## config.mk

```make
export PLATFORM = sky130hd
export DESIGN_NAME = fractal_sync_fifo_rd_flat
export DESIGN_NICKNAME = d
export VERILOG_FILES = /design/src/rtl/fractal_sync_fifo_rd_if.sv /design/src/rtl/fractal_sync_fifo_rd.sv /design/src/flat_wrapper.sv
export SDC_FILE = /design/constraint.sdc
export NUM_CORES = 1
export LEC_CHECK = 0
export CAP_MARGIN = 30
export CORE_AREA = 3 3 40 42
export DETAILED_ROUTE_END_ITERATION = 12
export DIE_AREA = 0 0 43 45
export GPL_ROUTABILITY_DRIVEN = 0
export PLACE_DENSITY_LB_ADDON = 0.2
export SLEW_MARGIN = 15
export SYNTH_ARGS = -nofsm -noshare
export SYNTH_HDL_FRONTEND = slang
export SYNTH_SLANG_ARGS = --single-unit
```

## constraint.sdc

```tcl
create_clock -name clk_i -period 2.3 [get_ports clk_i]
set_input_delay 0.23 -clock clk_i [delete_from_list [all_inputs] [get_ports clk_i]]
set_output_delay 0.23 -clock clk_i [all_outputs]
set_load 0.03 [all_outputs]
```

## src/rtl/fractal_sync_fifo_rd_if.sv

```systemverilog
`default_nettype none
// +----------------------------------------------------------------------------+
// | Module : fractal_sync_fifo_rd_if                                           |
// | Brief  : valid/ready element stream from the FIFO read stage downstream.   |
// | Rev    : 1.0                                                               |
// +----------------------------------------------------------------------------+
interface fractal_sync_fifo_rd_if #(
  parameter type fifo_t = logic
);
  logic  valid;
  logic  ready;
  fifo_t element;

  modport master (output valid, output element, input ready);
  modport slave  (input valid, input element, output ready);
endinterface
`default_nettype wire

```

## src/rtl/fractal_sync_fifo_rd.sv

```systemverilog
`default_nettype none
// +----------------------------------------------------------------------------+
// | Module : fractal_sync_fifo_rd                                              |
// | Brief  : FIFO read stage with a 2-entry skid buffer and flush sequencing.  |
// |          Define FRACTAL_SYNC_FIFO_RD_STATS_EN for transfer/drop counters.  |
// | Rev    : 1.0                                                               |
// +----------------------------------------------------------------------------+
module fractal_sync_fifo_rd #(
  parameter type         fifo_t    = logic,
  parameter int unsigned CNT_WIDTH = 16
) (
  input  logic                 clk_i,
  input  logic                 rst_i,
`ifdef FRACTAL_SYNC_FIFO_RD_STATS_EN
  output logic [CNT_WIDTH-1:0] xfer_cnt_o,
  output logic [CNT_WIDTH-1:0] drop_cnt_o,
`endif
  input  logic                 fifo_empty_i,
  input  fifo_t                fifo_element_i,
  output logic                 fifo_pop_o,
  input  logic                 flush_i,
  output logic                 flush_done_o,
  fractal_sync_fifo_rd_if.master out_if
);

  typedef enum logic [0:0] {
    RUN   = 1'b0,
    FLUSH = 1'b1
  } state_e;

  state_e     r_state;
  logic [1:0] r_cnt;
  logic       r_rd_ptr;
  logic       r_wr_ptr;
  fifo_t      r_buf [2];
  logic       r_flush_done;

  logic w_valid;
  logic w_xfer;
  logic w_pop;

  // Pop depends only on FIFO state and our own occupancy, never on ready.
  assign w_valid = (r_state == RUN) && (r_cnt != 2'd0);
  assign w_xfer  = w_valid && out_if.ready;
  assign w_pop   = !fifo_empty_i && ((r_state == FLUSH) || (r_cnt != 2'd2));

  assign fifo_pop_o     = w_pop && !rst_i;
  assign out_if.valid   = w_valid && !rst_i;
  assign out_if.element = r_buf[r_rd_ptr];
  assign flush_done_o   = r_flush_done && !rst_i;

  always_ff @(posedge clk_i) begin
    if (rst_i) begin
      r_state      <= RUN;
      r_cnt        <= 2'd0;
      r_rd_ptr     <= 1'b0;
      r_wr_ptr     <= 1'b0;
      r_flush_done <= 1'b0;
      r_buf[0]     <= '0;
      r_buf[1]     <= '0;
    end else begin
      r_flush_done <= 1'b0;
      case (r_state)
        RUN: begin
          if (w_pop) begin
            r_buf[r_wr_ptr] <= fifo_element_i;
            r_wr_ptr        <= ~r_wr_ptr;
          end
          if (w_xfer) begin
            r_rd_ptr <= ~r_rd_ptr;
          end
          // A flush overrides the pointer moves above; the transfer itself still happened.
          if (flush_i) begin
            r_state  <= FLUSH;
            r_cnt    <= 2'd0;
            r_rd_ptr <= 1'b0;
            r_wr_ptr <= 1'b0;
          end else begin
            r_cnt <= r_cnt + {1'b0, w_pop} - {1'b0, w_xfer};
          end
        end
        FLUSH: begin
          if (fifo_empty_i) begin
            r_state      <= RUN;
            r_flush_done <= 1'b1;
          end
        end
        default: r_state <= RUN;
      endcase
    end
  end

`ifdef FRACTAL_SYNC_FIFO_RD_STATS_EN
  logic [CNT_WIDTH-1:0] r_xfer_cnt;
  logic [CNT_WIDTH-1:0] r_drop_cnt;
  logic [1:0]           w_drop_inc;
  logic [CNT_WIDTH:0]   w_drop_sum;

  // Elements discarded this cycle: everything left in the buffer at flush, or a FLUSH pop.
  always_comb begin
    w_drop_inc = 2'd0;
    if (r_state == FLUSH) begin
      w_drop_inc = {1'b0, w_pop};
    end else if (flush_i) begin
      w_drop_inc = r_cnt + {1'b0, w_pop} - {1'b0, w_xfer};
    end
  end

  assign w_drop_sum = {1'b0, r_drop_cnt} + (CNT_WIDTH+1)'(w_drop_inc);

  always_ff @(posedge clk_i) begin
    if (rst_i) begin
      r_xfer_cnt <= '0;
      r_drop_cnt <= '0;
    end else begin
      if (w_xfer && (r_xfer_cnt != '1)) begin
        r_xfer_cnt <= r_xfer_cnt + 1'b1;
      end
      r_drop_cnt <= w_drop_sum[CNT_WIDTH] ? '1 : w_drop_sum[CNT_WIDTH-1:0];
    end
  end

  assign xfer_cnt_o = r_xfer_cnt;
  assign drop_cnt_o = r_drop_cnt;
`endif

endmodule
`default_nettype wire
```

## src/flat_wrapper.sv

```systemverilog
// flat-port wrapper written by rule: the top's interface ports become plain ports
module fractal_sync_fifo_rd_flat 
#(
  parameter type         fifo_t    = logic,
  parameter int unsigned CNT_WIDTH = 16
)
  (clk_i, rst_i, fifo_empty_i, fifo_element_i, fifo_pop_o, flush_i, flush_done_o, out_if_valid, out_if_element, out_if_ready);
  fractal_sync_fifo_rd_if #(.fifo_t(fifo_t)) out_if_i ();
  input  logic clk_i;
  input  logic rst_i;
  input  logic fifo_empty_i;
  input  fifo_t fifo_element_i;
  output logic fifo_pop_o;
  input  logic flush_i;
  output logic flush_done_o;
  output wire logic [$bits(out_if_i.valid)-1:0] out_if_valid;
  output wire logic [$bits(out_if_i.element)-1:0] out_if_element;
  input wire logic [$bits(out_if_i.ready)-1:0] out_if_ready;
  assign out_if_valid = out_if_i.valid;
  assign out_if_element = out_if_i.element;
  assign out_if_i.ready = out_if_ready;
  fractal_sync_fifo_rd #(.fifo_t(fifo_t), .CNT_WIDTH(CNT_WIDTH)) u_core (.clk_i(clk_i), .rst_i(rst_i), .fifo_empty_i(fifo_empty_i), .fifo_element_i(fifo_element_i), .fifo_pop_o(fifo_pop_o), .flush_i(flush_i), .flush_done_o(flush_done_o), .out_if(out_if_i));
endmodule
```

==> results_dict.tcl, run 1 <==
set metrics [dict create \
    crit_start "rst_i" \
    drc 0 \
    netlist_area_um2 493 \
    grt_start_max_net_pins 12 \
    max_stage_delay_ns 0.70 \
    die_h_um 45 \
    synth_top_family_by_area "simple AND/OR/NAND/NOR gates" \
    hold_class "flop to flop" \
    post_drt_wl_per_cell_um 10.7 \
    grt.overflow.total 0 \
    worst_path_most_repeated_cell "clkdlybuf4s50_1" \
    tns_ns 0 \
    cts-htree-levels 1 \
    clk_pin_slew_ns 0.06 \
    min-delay-start "u_core.r_rd_ptr" \
    grt_usage_pct 9.72 \
    io_buffer_count 9 \
    routed_wl_um 870 \
    finalCoreUtilization_pct 48.7 \
    powerDensity_nw_per_um2 597 \
    ys.flop_type "dfxtp_1" \
    clock_path_buffers 2 \
    clock-root-buffer "clkbuf_4" \
    ir_drop_v 0.000400 \
    ys_ff_latch 9 \
    via_count 396 \
    grt_pass1_vias 321 \
    drt-vias-per-instance 4.89 \
    yosys.area_share.simple_pct 32.5 \
    fmax_mhz 496 \
    crit_arrival_ns 1.79 \
    synth_edf_count 2 \
    antenna_cells 0 \
    finalSetupViolCount 0 \
    initial_utilization_pct 38.4 \
    ios 10 \
    netlist_instances 52 \
    synthMuxAreaShare_pct 4.31 \
    clockPowerShare_pct 32.1 \
    area_growth_pct 26.9 \
    nets 75 \
    drt-initial-drc-count 4 \
    maxSlewHeadroom_pct 73.9 \
    p_int_uw 276 \
    slowest_stage "clkdlybuf4s50_1" \
    path_max_fanout 11 \
    p_comb_share_pct 20.2 \
    status "complete, no violations" \
    cts_buffers 3 \
    synth_fp_nets 60 \
    setup.worst_path.class "input port to output pin" \
    drt_pass1_iterations 3 \
    worst_slew_pin_slew_ns 0.390 \
    start_kind "input port" \
    synth_cell_types 28 \
    synth_adder_area_share_pct 5.08 \
    grt_pass1_wl_um 1330 \
    p_leak_uw 0.000246 \
    seqPwrFrac_pct 47.6 \
    required_ns 2.07 \
    cap_viol_max_count 0 \
    dieArea_um2 1940 \
    ant_nets 0 \
    dieWidth_um 43 \
    cts_tree "built" \
    synthArstFlopShare_pct 0 \
    finalHoldViolCount 0 \
    ys_seq_area_share_pct 40.6 \
    synth.avg_cell_area_um2 9.48 \
    p_switching_uw 97.8 \
    cts_sinks 9 \
    crit_chain "clkdlybuf4s50_1 -> nor3_1 -> clkdlybuf4s50_1" \
    drive_gt1_share_pct 12.1 \
    post_cts_buffers 0 \
    cts_resized 0 \
    synthXorXnorAreaFrac_pct 1.78 \
    finalCritPeriodShare_pct 87.7 \
    ctsHoldBuffers 0 \
    maxSlewViolCount 0 \
    switching_share_pct 26.2 \
    core_area_um2 1280 \
    synth-compound-area-share_pct 9.14 \
    antenna_found_initial 0 \
    synth_warnings 0 \
    std_cell_rows 13 \
    clkLatencyLatePin_ns 0.26 \
    n_fill_cell 127 \
    r2r_start "u_core.r_cnt[1]" \
    multiInputGateArea_um2 260 \
    finClkSkew_ns 0.00186 \
    endpoint_kind "output pin" \
    finalCriticalPeriod_ns 2.02 \
    dp_hpwl_um 650 \
    seqCellArea_um2 200 \
    rsz0062_at_grt "no" \
]
## cell usage after synthesis, drive strengths merged (2+ instances only)
library cell	n	share of area [%]
inv	2	1.5
nand3b	2	3.0
edfxtp	2	12
nor2	7	5.3
dfxtp	7	28
nor3b	2	3.0
nand2	3	2.3
nand2b	2	2.5
ha	2	5.1
a21oi	3	3.0
nor3	3	3.0
## routing by layer
metal  GRT usage (%)  vias up  share of wire, %
li1                -      216                 -
met1            12.0      171                50
met3            7.17        0               7.2
met2            12.6        9                43
met4            4.22        0                 0
met5               0        -                 0
## power groups by stage
stage                     registers [µW]  clock network [µW]  logic [µW]
after floorplan                      179                   0        51.4
after global placement               182                   0        75.0
after detailed placement             181                   0        75.7
after CTS                            178                 126        76.0
after global routing                 179                 136        82.9
final                                178                 120        75.6
## cells by family after synthesis
kind of cell / count (synthesis)
AND/OR/NAND/NOR: 27
multiplexers: 2
buffers and inverters: 4
AO/OA/AOI/OAI: 7
XOR/XNOR: 1
flip-flops: 9
adder cells (fa/ha/maj): 2
## critical path, delay by kind of cell
| kind | cells | cell delay [ns] |
|---|---|---|
| buffers and inverters | 2 | 1.30 |
| and+or+nand+nor | 1 | 0.25 |
## placed cells by master (no fill, tap or decap)
cell and instances:
mux2i_1 1, nor3b_1 2, nor3_1 3, o311ai_0 1, a21oi_1 3, clkbuf_4 3
dfxtp_1 7, nand3_1 1, nand2b_1 2, nor2_1 7, buf_4 3, xnor2_1 1
and2b_1 1, nor4b_2 1, and4b_1 1, clkbuf_1 1, or4_1 1, nand2_1 3
or2b_1 1, or3_1 1, mux2_2 1, a21o_1 1, nor2b_1 1, inv_1 2
a31oi_1 1, o21bai_1 1, nand3b_1 2, clkdlybuf4s50_1 9, edfxtp_1 2, ha_1 2
## stage by stage
step	cells	setup WS, ns	area, µm²	total power, µW	hold slack (ns)
2_1_floorplan	52	0.485	493	230	0.351
3_3_place_gp	77	0.138	599	257	0.504
5_1_grt	81	0.162	626	398	0.532
3_5_place_dp	77	0.150	599	257	0.511
4_1_cts	81	0.275	626	380	0.519
6_report	81	0.284	626	374	0.524
## layout make-up
| class | instances | area share [%] |
|---|---|---|
| tap | 15 | 3.00 |
| timing repair buffer | 12 | 18.0 |
| sequential | 9 | 32.0 |
| inverter | 2 | 1.20 |
| clock buffer | 4 | 4.20 |
| multi-input combinational | 39 | 41.6 |
## final timing paths
check / endpoint / slack (ns) / cells after the start
worst min-delay path: u_core.r_rd_ptr / 0.52 / 2
worst max-delay path: fifo_pop_o / 0.28 / 3
worst min register to register: u_core.r_rd_ptr / 0.52 / 2
worst max register to register: u_core.r_cnt[1] / 0.35 / 8
Power figures use the tool's default switching activity.
==> run 2: changes to the inputs <==
--- a/config.mk
+++ b/config.mk
@@ -11,7 +11,7 @@
 export DIE_AREA = 0 0 43 45
 export GPL_ROUTABILITY_DRIVEN = 0
 export PLACE_DENSITY_LB_ADDON = 0.2
-export SLEW_MARGIN = 15
+export SLEW_MARGIN = 10
 export SYNTH_ARGS = -nofsm -noshare
 export SYNTH_HDL_FRONTEND = slang
 export SYNTH_SLANG_ARGS = --single-unit
==> results of run 2 <==
Final layout, timing and power as in run 1 (identical DEF).
